$ cat config.mk
export PLATFORM = sky130hd
export DESIGN_NAME = host_csr_responder
export DESIGN_NICKNAME = d
export VERILOG_FILES = /design/src/rtl/host_csr_pkg.sv /design/src/rtl/host_csr_responder.sv
export SDC_FILE = /design/constraint.sdc
export NUM_CORES = 1
export LEC_CHECK = 0
export ABC_AREA = 0
export BUFFER_PORTS_ARGS = -buffer_cell sky130_fd_sc_hd__buf_2
export CAP_MARGIN = 20
export CELL_PAD_IN_SITES_DETAIL_PLACEMENT = 1
export CELL_PAD_IN_SITES_GLOBAL_PLACEMENT = 1
export CORE_UTILIZATION = 30
export CTS_BUF_LIST = sky130_fd_sc_hd__clkbuf_2 sky130_fd_sc_hd__clkbuf_4 sky130_fd_sc_hd__clkbuf_8
export DETAILED_ROUTE_END_ITERATION = 8
export PLACE_DENSITY_LB_ADDON = 0.1
export SLEW_MARGIN = 25
export SYNTH_ARGS = -nofsm -noshare
export SYNTH_HDL_FRONTEND = slang
export SYNTH_SLANG_ARGS = --single-unit
$ cat constraint.sdc
create_clock -name clock -period 4.4 [get_ports clock]
set_clock_uncertainty 0.15 [all_clocks]
set_input_delay 0.44 -clock clock [delete_from_list [all_inputs] [get_ports clock]]
set_output_delay 0.44 -clock clock [all_outputs]
set_load 0.05 [all_outputs]
$ cat src/rtl/host_csr_pkg.sv
// Shared encodings for the host CSR responder: FSM states, opcodes, register map.
package host_csr_pkg;

    typedef enum logic [1:0] {
        IDLE  = 2'd0,
        RESP  = 2'd1,
        BLANK = 2'd2
    } state_t;

    localparam logic OP_READ  = 1'b0;
    localparam logic OP_WRITE = 1'b1;

    localparam int IDX_CTRL   = 0;
    localparam int IDX_CYCLES = 1;
    localparam int IDX_VAL0   = 2;

    localparam int CTRL_LAUNCH_BIT = 0;
    localparam int CTRL_DONE_BIT   = 1;

endpackage

$ cat src/rtl/host_csr_responder.sv
// Host register-access responder: CTRL/CYCLES/VAL register file, read data one cycle after accept.
// Accepts at most one request every two cycles; the source holds valid until host_req_deq pulses.
module host_csr_responder
    import host_csr_pkg::*;
#(
    parameter int ADDR_BITS = 8,
    parameter int DATA_BITS = 32,
    parameter int NUM_VALS  = 4
) (
    input  logic                          clock,
    input  logic                          reset,
    input  logic                          host_req_valid,
    input  logic                          host_req_opcode,
    input  logic [ADDR_BITS-1:0]          host_req_addr,
    input  logic [DATA_BITS-1:0]          host_req_value,
    output logic                          host_req_deq,
    output logic                          host_resp_valid,
    output logic [DATA_BITS-1:0]          host_resp_bits,
    output logic                          launch,
    input  logic                          finish,
    output logic [NUM_VALS*DATA_BITS-1:0] vals
);

    state_t                r_state;
    logic                  r_resp_valid;
    logic [DATA_BITS-1:0]  r_resp_bits;
    logic                  r_launch;
    logic                  r_done;
    logic [DATA_BITS-1:0]  r_cycles;
    logic [DATA_BITS-1:0]  r_vals [NUM_VALS];

    logic                  w_accept;
    logic                  w_wr;
    logic                  w_ctrl_wr;
    logic                  w_fin;
    logic [31:0]           w_idx;
    logic [DATA_BITS-1:0]  w_rd_data;
    logic                  w_unused_addr;

    // The post-accept RESP/BLANK cycle keeps a source that drops valid late from being dequeued twice.
    assign host_req_deq  = !reset && (r_state == IDLE) && host_req_valid;
    assign w_accept      = host_req_deq;
    assign w_wr          = w_accept && (host_req_opcode == OP_WRITE);
    assign w_idx         = 32'(host_req_addr[ADDR_BITS-1:2]);
    assign w_ctrl_wr     = w_wr && (w_idx == 32'(IDX_CTRL));
    assign w_fin         = finish && r_launch;
    assign w_unused_addr = ^host_req_addr[1:0];

    always_comb begin
        w_rd_data = '0;
        if (w_idx == 32'(IDX_CTRL)) begin
            w_rd_data[CTRL_LAUNCH_BIT] = r_launch;
            w_rd_data[CTRL_DONE_BIT]   = r_done;
        end else if (w_idx == 32'(IDX_CYCLES)) begin
            w_rd_data = r_cycles;
        end else begin
            for (int i = 0; i < NUM_VALS; i++) begin
                if (w_idx == 32'(IDX_VAL0 + i)) begin
                    w_rd_data = r_vals[i];
                end
            end
        end
    end

    always_ff @(posedge clock) begin
        if (reset) begin
            r_state      <= IDLE;
            r_resp_valid <= 1'b0;
            r_resp_bits  <= '0;
        end else begin
            case (r_state)
                IDLE: begin
                    r_resp_valid <= 1'b0;
                    if (w_accept) begin
                        if (host_req_opcode == OP_WRITE) begin
                            r_state <= BLANK;
                        end else begin
                            r_state      <= RESP;
                            r_resp_valid <= 1'b1;
                            r_resp_bits  <= w_rd_data;
                        end
                    end
                end
                RESP: begin
                    r_resp_valid <= 1'b0;
                    r_state      <= IDLE;
                end
                BLANK: begin
                    r_resp_valid <= 1'b0;
                    r_state      <= IDLE;
                end
                default: begin
                    r_resp_valid <= 1'b0;
                    r_state      <= IDLE;
                end
            endcase
        end
    end

    // Same-edge CTRL write and finish: the written launch bit wins, finish wins over done W1C.
    always_ff @(posedge clock) begin
        if (reset) begin
            r_launch <= 1'b0;
            r_done   <= 1'b0;
            r_cycles <= '0;
            for (int i = 0; i < NUM_VALS; i++) begin
                r_vals[i] <= '0;
            end
        end else begin
            if (w_ctrl_wr) begin
                r_launch <= host_req_value[CTRL_LAUNCH_BIT];
            end else if (w_fin) begin
                r_launch <= 1'b0;
            end

            if (w_fin) begin
                r_done <= 1'b1;
            end else if (w_ctrl_wr && host_req_value[CTRL_DONE_BIT]) begin
                r_done <= 1'b0;
            end

            if (w_ctrl_wr && host_req_value[CTRL_LAUNCH_BIT]) begin
                r_cycles <= '0;
            end else if (r_launch && (r_cycles != '1)) begin
                r_cycles <= r_cycles + {{(DATA_BITS-1){1'b0}}, 1'b1};
            end

            for (int i = 0; i < NUM_VALS; i++) begin
                if (w_wr && (w_idx == 32'(IDX_VAL0 + i))) begin
                    r_vals[i] <= host_req_value;
                end
            end
        end
    end

    assign host_resp_valid = r_resp_valid;
    assign host_resp_bits  = r_resp_bits;
    assign launch          = r_launch;

    for (genvar g = 0; g < NUM_VALS; g++) begin : g_vals
        assign vals[g*DATA_BITS +: DATA_BITS] = r_vals[g];
    end

endmodule

== Word level (Yosys, flattened, before mapping) ==
Memory sizes are Yosys's and may differ from the RTL's.
Cells that the tools add are included.

* Multiply operators: 0
* Add/sub/neg operators: 1
* Div/mod/pow operators: 0
* Bitwise gates (word level): 7
* Order comparisons: 0
* Reductions and logical operators: 21
* Shift operators: 0
* Equality and inequality tests: 6
* Multiplexer cells: 31

{| class="wikitable"
|+ Operator list
! operator !! count
|-
| 32-bit 2-to-1 mux || 9
|-
| 32-bit by 1-bit adder with 32-bit output, second input constant || 1
|-
| 32-bit zero test || 1
|-
| 32-bit != test, second input constant || 1
|-
| 30-bit 2-to-1 mux || 1
|-
| 1-bit 2-to-1 mux || 19
|-
| 6-bit by 2-bit equality test with 1-bit output, second input constant || 2
|-
| 6-bit by 3-bit equality test with 1-bit output, second input constant || 2
|-
| 1-bit logical AND || 12
|-
| 6-bit by 1-bit equality test with 1-bit output, second input constant || 1
|-
| 2-bit 2-to-1 mux || 2
|-
| 1-bit OR || 4
|-
| 2-bit nonzero test || 2
|-
| 2-bit OR reduction || 2
|-
| 1-bit NOT || 3
|-
| 3-bit AND reduction || 1
|-
| 3-bit OR reduction || 1
|-
| 2-bit zero test || 1
|-
| 1-bit zero test || 1
|}

* RAM bits: 128
* ROM bits: 0
* Memories: 1
* Bits in latches: 0
* Output and inout port bits: 163
* Logic and storage cells: 73
* Register bits after elaboration: 69
* Input bits: 45

{| class="wikitable"
|+ Memories
! name !! words !! bits a word !! rd ports !! clocked after memory_dff !! wr ports !! RTL line !! RTL
|-
| r_vals || 4 || 32 || 4 || 0 || 4 || host_csr_responder.sv:30 || <nowiki>logic [DATA_BITS-1:0] r_vals [NUM_VALS];</nowiki>
|}

== Logic depth before layout (Yosys ltp) ==
Gate-level depths: netlist of run 1.

* Word-level depth: 9
* Gate-level depth with buffers: 8
* Gate-level depth less buffers: 6

== Worst setup path after synthesis of run 1 ==
OpenSTA, ideal clock, no wires.

* Kind: in2reg
* Start point: input port reset
* End point: memory r_vals[3][0], enable pin
* Cell stages on the path: 6
* Required time: 3.862 ns
* Setup time: 0.388 ns
* Data arrival time: 3.012 ns
* Slack: 0.850 ns
* Path buffers: 2
* Cells stage by stage: nor4b_2 > nand2_1 > inv_1 > clkbuf_1 > clkbuf_1 > a21o_1

{| class="wikitable"
|+ RTL lines
! item !! RTL line !! RTL
|-
| start: declaration || host_csr_responder.sv:11 || <nowiki>input logic reset,</nowiki>
|-
| end: declaration || host_csr_responder.sv:30 ||
|}

==> reports/results.tsv, run 1 <==
stage	metric	value	unit
logic_synthesis	synthFlopType	edfxtp_1	
floorplanning	die-width	173.6	um
floorplanning	dieArea	0.03012	sq mm
floorplanning	coreArea	0.02886	sq mm
logic_synthesis	async_flop_share	0	
detailed_routing	drcViolationCount	0	
global_route	grt_pass1_wl	46.91	mm
logic_synthesis	synth_top_area_frac	0.4353	
min_path	hp-class	input port to flop	
logic_synthesis	synth_cells	784	
logic_synthesis	synth_cell_type_count	51	
floorplanning	rows	62	
clock_tree	cts_max_level	4	
setup_path	critPathRequiredTime	4.42	ns
sta	layout_min_cycle_time	2.865	ns
detailed_routing	drt_iter0_markers	431	
detailed_routing	vias	7132	
global_route	gr-usage-all-layers	0.2097	
floorplanning	start_util	0.3060	
clock_tree	numCtsBuffers	17	
sta	period_share	0.6511	
global_route	grt_pass1_vias	7229	
global_route	grt_use_met3	0.05197	
floorplanning	pin_count	208	
floorplanning	die_h	173.6	um
power_and_ir_drop	power_leakage	0.004067	uW
clock_tree	ctsHoldBuffers	1	
sta	rsz0062_at_grt	false	
power_and_ir_drop	irDropWorstVdd	150.1	uV
sta	slew_viol_final	0	
global_route	antenna_found_initial	1	
sta	final.setup.tns	0	ns
setup_path	startpoint_type	flop	
global_route	grt_max_degree	65	
setup_path	worstSetupPathType	flop to flop	
layout	layout-drive-gt1-share	0.2910	
logic_synthesis	avgSynthCellArea	11.26	sq um
logic_synthesis	ys_top_cells_by_count	128 x edfxtp_1, 100 x and2_1, 69 x dfxtp_1	
logic_synthesis	syn_nets	830	
clock_tree	post-cts-setup-buffers	0	
placed_design	hpwl	21.86	mm
clock_tree	root_buffer	clkbuf_8	
detailed_routing	ant_nets	0	
logic_synthesis	synth-seq-cells	197	
clock_tree	clock_latency	0.49	ns
sta	fmaxAchievable	349.0	MHz
status	status	complete, no violations	
job	maxCapViolCount	0	
logic_synthesis	yosys-top-cells-area	edfxtp_1 44%, dfxtp_1 16%, and2_1 7.1%, a22oi_1 5.2%, a221o_1 3.4%	
placed_design	dpl_cell_area	0.01022	sq mm
global_route	grt_overflow	0	
detailed_routing	wirelength	31.37	mm
clock_tree	clkTransAtPathRegs	0.13	ns
setup_path	worstSetupEndpointType	flop	
clock_tree	cts.sinks	197	
layout	nets	1009	
sta	tightest_slew	1.044	ns
detailed_routing	dr.pass1.iters	4	
global_route	busiest_layer	met2	
layout	diodes	0	
detailed_routing	wl_per_cell	23.06	um
sta	finalSetupViolations	0	
placed_design	io_buffers	205	
placed_design	gp_congestion	0.8252	
sta	relSlewSlack	0.3002	
logic_synthesis	syn_area	0.008830	sq mm
detailed_routing	vias_per_cell	5.244	
logic_synthesis	synth-edff-count	128	
clock_tree	clock_tree.buffer_depth	2	
logic_synthesis	ys_warn_count	0	
setup_path	worstPathArrival	2.88	ns
logic_synthesis	yosysMostFrequentCell	edfxtp_1	
global_route	use_met2	0.3276	
layout	stdcell_area	0.01063	sq mm
logic_synthesis	yosysTopAreaCell	edfxtp_1	
power_and_ir_drop	power_density	342.1	mW/mm^2
layout	area_delta_synth_final	20.38	%
sta	finalHoldViolCount	0	
setup_path	cp_max_fo	21	
global_route	grt_util_met1	0.2912	
logic_synthesis	yosysSeqAreaShare	0.5918	
clock_tree	cts_tree	done	
clock_tree	cts_resized	0	
-- worst max-delay path, stage by stage (launching register included) --
cell and delay, ns:
dfxtp_1 0.32, nor4b_2 0.38, nand2_1 0.20, inv_1 0.44, and3_1 0.24, or2_2 0.46
buf_4 0.37
-- per-layer routing --
metal | part of all wire | vias to the layer above | wire, um
met2 | 0.46 | 140 | 14510
met1 | 0.48 | 3628 | 14910
met4 | 0.011 | 2 | 339
met5 | 0.00026 | - | 8
li1 | - | 3341 | -
met3 | 0.051 | 21 | 1599
-- registers in the layout, indices dropped and copies added (netlist names) --
| name | count |
|---|---|
| host_resp_bits | 32 |
| host_resp_valid | 1 |
| launch | 1 |
| r_vals | 128 |
| r_done | 1 |
| r_state | 2 |
| r_cycles | 32 |
-- stage by stage --
stage	std cells	utilization	hold slack [ns]	total power [uW]	worst slack, ns
6_report	1360	0.3683	0.1155	3637	1.535
2_1_floorplan	784	-	0.3150	2329	0.8500
4_1_cts	1360	0.3683	0.07739	3676	1.479
3_5_place_dp	1327	0.3541	0.3221	2475	1.161
3_3_place_gp	1327	0.3541	0.3137	2475	1.162
5_1_grt	1360	0.3683	0.08208	3764	1.227
-- cell families after synthesis --
logic type | synth area share
xor+xnor | 0.007794
buf+inv | 0.03443
fa+ha+maj | 0.001417
simple gates | 0.2063
flops | 0.5918
compound gates | 0.1583
-- cell usage in the layout, fill, tap and decap left out, types with 3 or more instances in the layout --
master / netlist / routed
buf_2: 14 / 205
xor2_1: 6 / 6
inv_1: 5 / 5
o211ai_1: 3 / 3
clkinv_4: 0 / 4
nand2_1: 16 / 16
a31oi_1: 3 / 3
inv_6: 0 / 3
or2_2: 3 / 3
nor2_1: 43 / 42
and2_1: 100 / 99
a221oi_1: 4 / 4
inv_8: 0 / 3
nand3_1: 53 / 53
edfxtp_1: 128 / 128
a22oi_1: 61 / 61
or4_1: 6 / 6
clkbuf_8: 0 / 17
o31ai_1: 4 / 4
and4_1: 4 / 4
a21oi_1: 18 / 18
a21oi_2: 5 / 5
a221o_1: 30 / 30
nor3_1: 6 / 5
dfxtp_1: 69 / 69
or3_1: 19 / 19
and3_1: 41 / 40
nor2b_1: 5 / 5
buf_4: 0 / 19
nor3b_2: 1 / 3
nor4_1: 3 / 3
o21ai_0: 43 / 43
o21ai_2: 5 / 6
clkinv_8: 0 / 4
nand4_1: 12 / 12
-- worst paths after layout --
kind,from,depth (start not counted),end,slack [ns]
min,host_req_value[18],2,r_vals[2][18]$_SDFFCE_PN0P_,0.12
min reg2reg,host_resp_bits[24]$_SDFFE_PP0P_,1,host_resp_bits[24]$_SDFFE_PP0P_,0.35
max,r_state[0]$_SDFFE_PP0N_,6,r_vals[1][0]$_SDFFCE_PN0P_,1.53
max reg2reg,r_state[0]$_SDFFE_PP0N_,6,r_vals[1][0]$_SDFFCE_PN0P_,1.53
-- power by group --
group	internal (uW)	total, uW	switching, uW	leakage (uW)
logic	68.1	387	319	0.00201
registers	2010	2040	30.6	0.00185
clock network	437	1210	770	0.000203
-- final cells by class --
| type | count | area [sq um] |
|---|---|---|
| clock buffer | 18 | 241.5 |
| timing repair buffer | 225 | 1179 |
| clock inverter | 14 | 160.2 |
| tap | 384 | 480.5 |
| inverter | 5 | 18.77 |
| fill | 3262 | 18230 |
| multi-input combinational | 517 | 3324 |
| sequential | 197 | 5225 |
No activity file was read; power rests on OpenSTA's default activity.
==> run 2: changes to the inputs <==
==> constraint.sdc (replaced) <==
create_clock -name clock -period 2.33 [get_ports clock]
set_clock_uncertainty 0.15 [all_clocks]
set_input_delay 0.233 -clock clock [delete_from_list [all_inputs] [get_ports clock]]
set_output_delay 0.233 -clock clock [all_outputs]
set_load 0.05 [all_outputs]
==> run 2 against run 1 <==
  * Clock-buffer cell count down 1
  * Sequential power rose by 89%
  * Global-route usage up 0.51 points
  * Worst hold slack worse by 0.063 ns
  * Core utilization rose by 3.9 points
  * Maximum frequency increased by 30%
  * Register-to-register slack lost 1.4 ns
  * Critical path type unchanged
  * Critical endpoint is now r_done$_SDFFE_PP0P_
  * Largest cell class unchanged
==> reports/results.tsv, run 2 (synthesis results as in run 1) <==
stage	metric	value	unit
global_route	grt_pass1_wl	48.62	mm
clock_tree	cts.sinks	197	
floorplanning	coreArea	0.02886	sq mm
setup_path	crit_slowest_cell	dlygate4sd3_1	
power_and_ir_drop	power_density	600.8	mW/mm^2
sta	finalHoldViolCount	0	
setup_path	slowest_delay	0.57	ns
global_route	gr-usage-all-layers	0.2148	
floorplanning	start_util	0.3060	
sta	fmaxAchievable	452.8	MHz
sta	period_share	0.9478	
sta	relSlewSlack	0.6062	
placed_design	io_buffers	205	
detailed_routing	vias	7480	
sta	layout_min_cycle_time	2.208	ns
layout	largest_register	r_vals	
sta	final.setup.tns	0	ns
layout	layout_common_cells	205 x buf_2, 128 x edfxtp_1, 99 x and2_1, 70 x buf_4, 68 x dfxtp_1	
layout	layout-drive-gt1-share	0.3302	
layout	utilization	0.4071	
layout	area_delta_synth_final	33.06	%
detailed_routing	wl_per_cell	21.85	um
floorplanning	rows	62	
detailed_routing	dr.pass1.iters	4	
clock_tree	clock_latency	0.48	ns
sta	tightest_slew	0.5907	ns
global_route	antenna_found_initial	0	
global_route	grt_overflow	0	
placed_design	gp_congestion	0.7937	
placed_design	hpwl	23.47	mm
floorplanning	dieArea	0.03012	sq mm
global_route	grt_max_degree	33	
setup_path	startpoint_type	flop	
clock_tree	numCtsBuffers	17	
job	maxCapViolCount	0	
setup_path	worstSetupPathType	flop to flop	
power_and_ir_drop	power_leakage	0.004657	uW
sta	rsz0062_at_grt	false	
power_and_ir_drop	irDropWorstVdd	414.1	uV
power_and_ir_drop	power	7059	uW
clock_tree	clkTransAtPathRegs	0.10	ns
setup_path	worstPathArrival	2.43	ns
setup_path	critPathRequiredTime	2.55	ns
detailed_routing	wirelength	31.94	mm
global_route	grt_pass1_vias	7657	
clock_tree	post-cts-setup-buffers	0	
min_path	hp-class	input port to flop	
setup_path	worstSetupEndpointType	flop	
detailed_routing	drcViolationCount	0	
setup_path	crit_path_cell_trace	nor4b_4 > nand2_2 > inv_4 > nand3_1 > a22oi_1 > dlygate4sd3_1 > nor2_1	
layout	nets	1111	
layout	largest_reg_flops	128	
clock_tree	root_buffer	clkbuf_8	
status	status	complete, no violations	
sta	slew_viol_final	0	
clock_tree	clock_tree.buffer_depth	2	
sta	fin_hold_ws	0.05206	ns
layout	mostFrequentLayoutCell	buf_2	
floorplanning	pin_count	208	
detailed_routing	ant_nets	0	
sta	finalSetupViolations	0	
detailed_routing	vias_per_cell	5.116	
floorplanning	die_h	173.6	um
clock_tree	cts_max_level	4	
detailed_routing	drt_iter0_markers	424	
setup_path	cp_max_fo	11	
layout	diodes	0	
clock_tree	cts_tree	done	
floorplanning	die-width	173.6	um
==> run 2: cell types whose count changed in the layout (fill, tap and decap cells not counted), sizes merged <==
cell / before / now
buf: 224 / 291
bufinv: 0 / 1
clkbuf: 18 / 17
clkinv: 8 / 5
clkinvlp: 0 / 1
dlygate4sd3: 1 / 36
inv: 11 / 13
==> run 2: final timing paths <==
path / from / endpoint / slack [ns] / cells after the start
setup / recovery: r_state[1]$_SDFFE_PP0N_ / r_done$_SDFFE_PP0P_ / 0.12 / 7
hold / removal: reset / launch$_SDFFE_PP0P_ / 0.05 / 3
setup reg to reg: r_state[1]$_SDFFE_PP0N_ / r_done$_SDFFE_PP0P_ / 0.12 / 7
hold reg to reg: host_resp_bits[25]$_SDFFE_PP0P_ / host_resp_bits[25]$_SDFFE_PP0P_ / 0.35 / 1
==> run 2: cell type report <==
type / count / area (sq um)
Inverter: 5 / 21.27
Clock inverter: 15 / 181.4
Clock buffer: 17 / 234.0
Tap cell: 384 / 480.5
Timing Repair Buffer: 327 / 2232
Fill cell: 3221 / 17110
Sequential cell: 197 / 5226
Multi-Input combinational cell: 517 / 3373
==> run 2: per-stage QoR <==
| step | cell area, sq um | instances | setup slack [ns] |
|---|---|---|---|
| after global routing | 11750 | 1462 | 0.007834 |
| after detailed placement | 10970 | 1394 | 0.1173 |
| after floorplan | 8892 | 784 | -0.05238 |
| after CTS | 11740 | 1462 | 0.03839 |
| final | 11750 | 1462 | 0.1217 |
| after global placement | 10970 | 1394 | 0.1311 |
==> run 2: what timing repair did <==
action	CTS	global route
hold buffers	36	0
gates resized for setup	0	3
endpoints found under the setup margin	0	2
hold endpoints to repair	128	0
==> run 2: power by group <==
| group | switching [uW] | internal [uW] |
|---|---|---|
| clock | 1440 | 913 |
| combinational | 620 | 223 |
| sequential | 59.3 | 3800 |
| total | 2120 | 4930 |
==> run 2: layer usage <==
metal	share of wire	vias to the layer above	global-route usage
li1	-	3537	-
met1	0.46	3766	0.2934
met2	0.47	160	0.3461
met3	0.055	17	0.04890
met4	0.0096	0	0.04683
met5	0	-	0
==> run 2: worst max-delay path, delay by kind of cell (launching register included) <==
| family | cells | cell delay (ns) |
|---|---|---|
| buf+inv | 2 | 0.78 |
| simple gates | 4 | 0.69 |
| compound gates | 1 | 0.13 |
| flops | 1 | 0.34 |
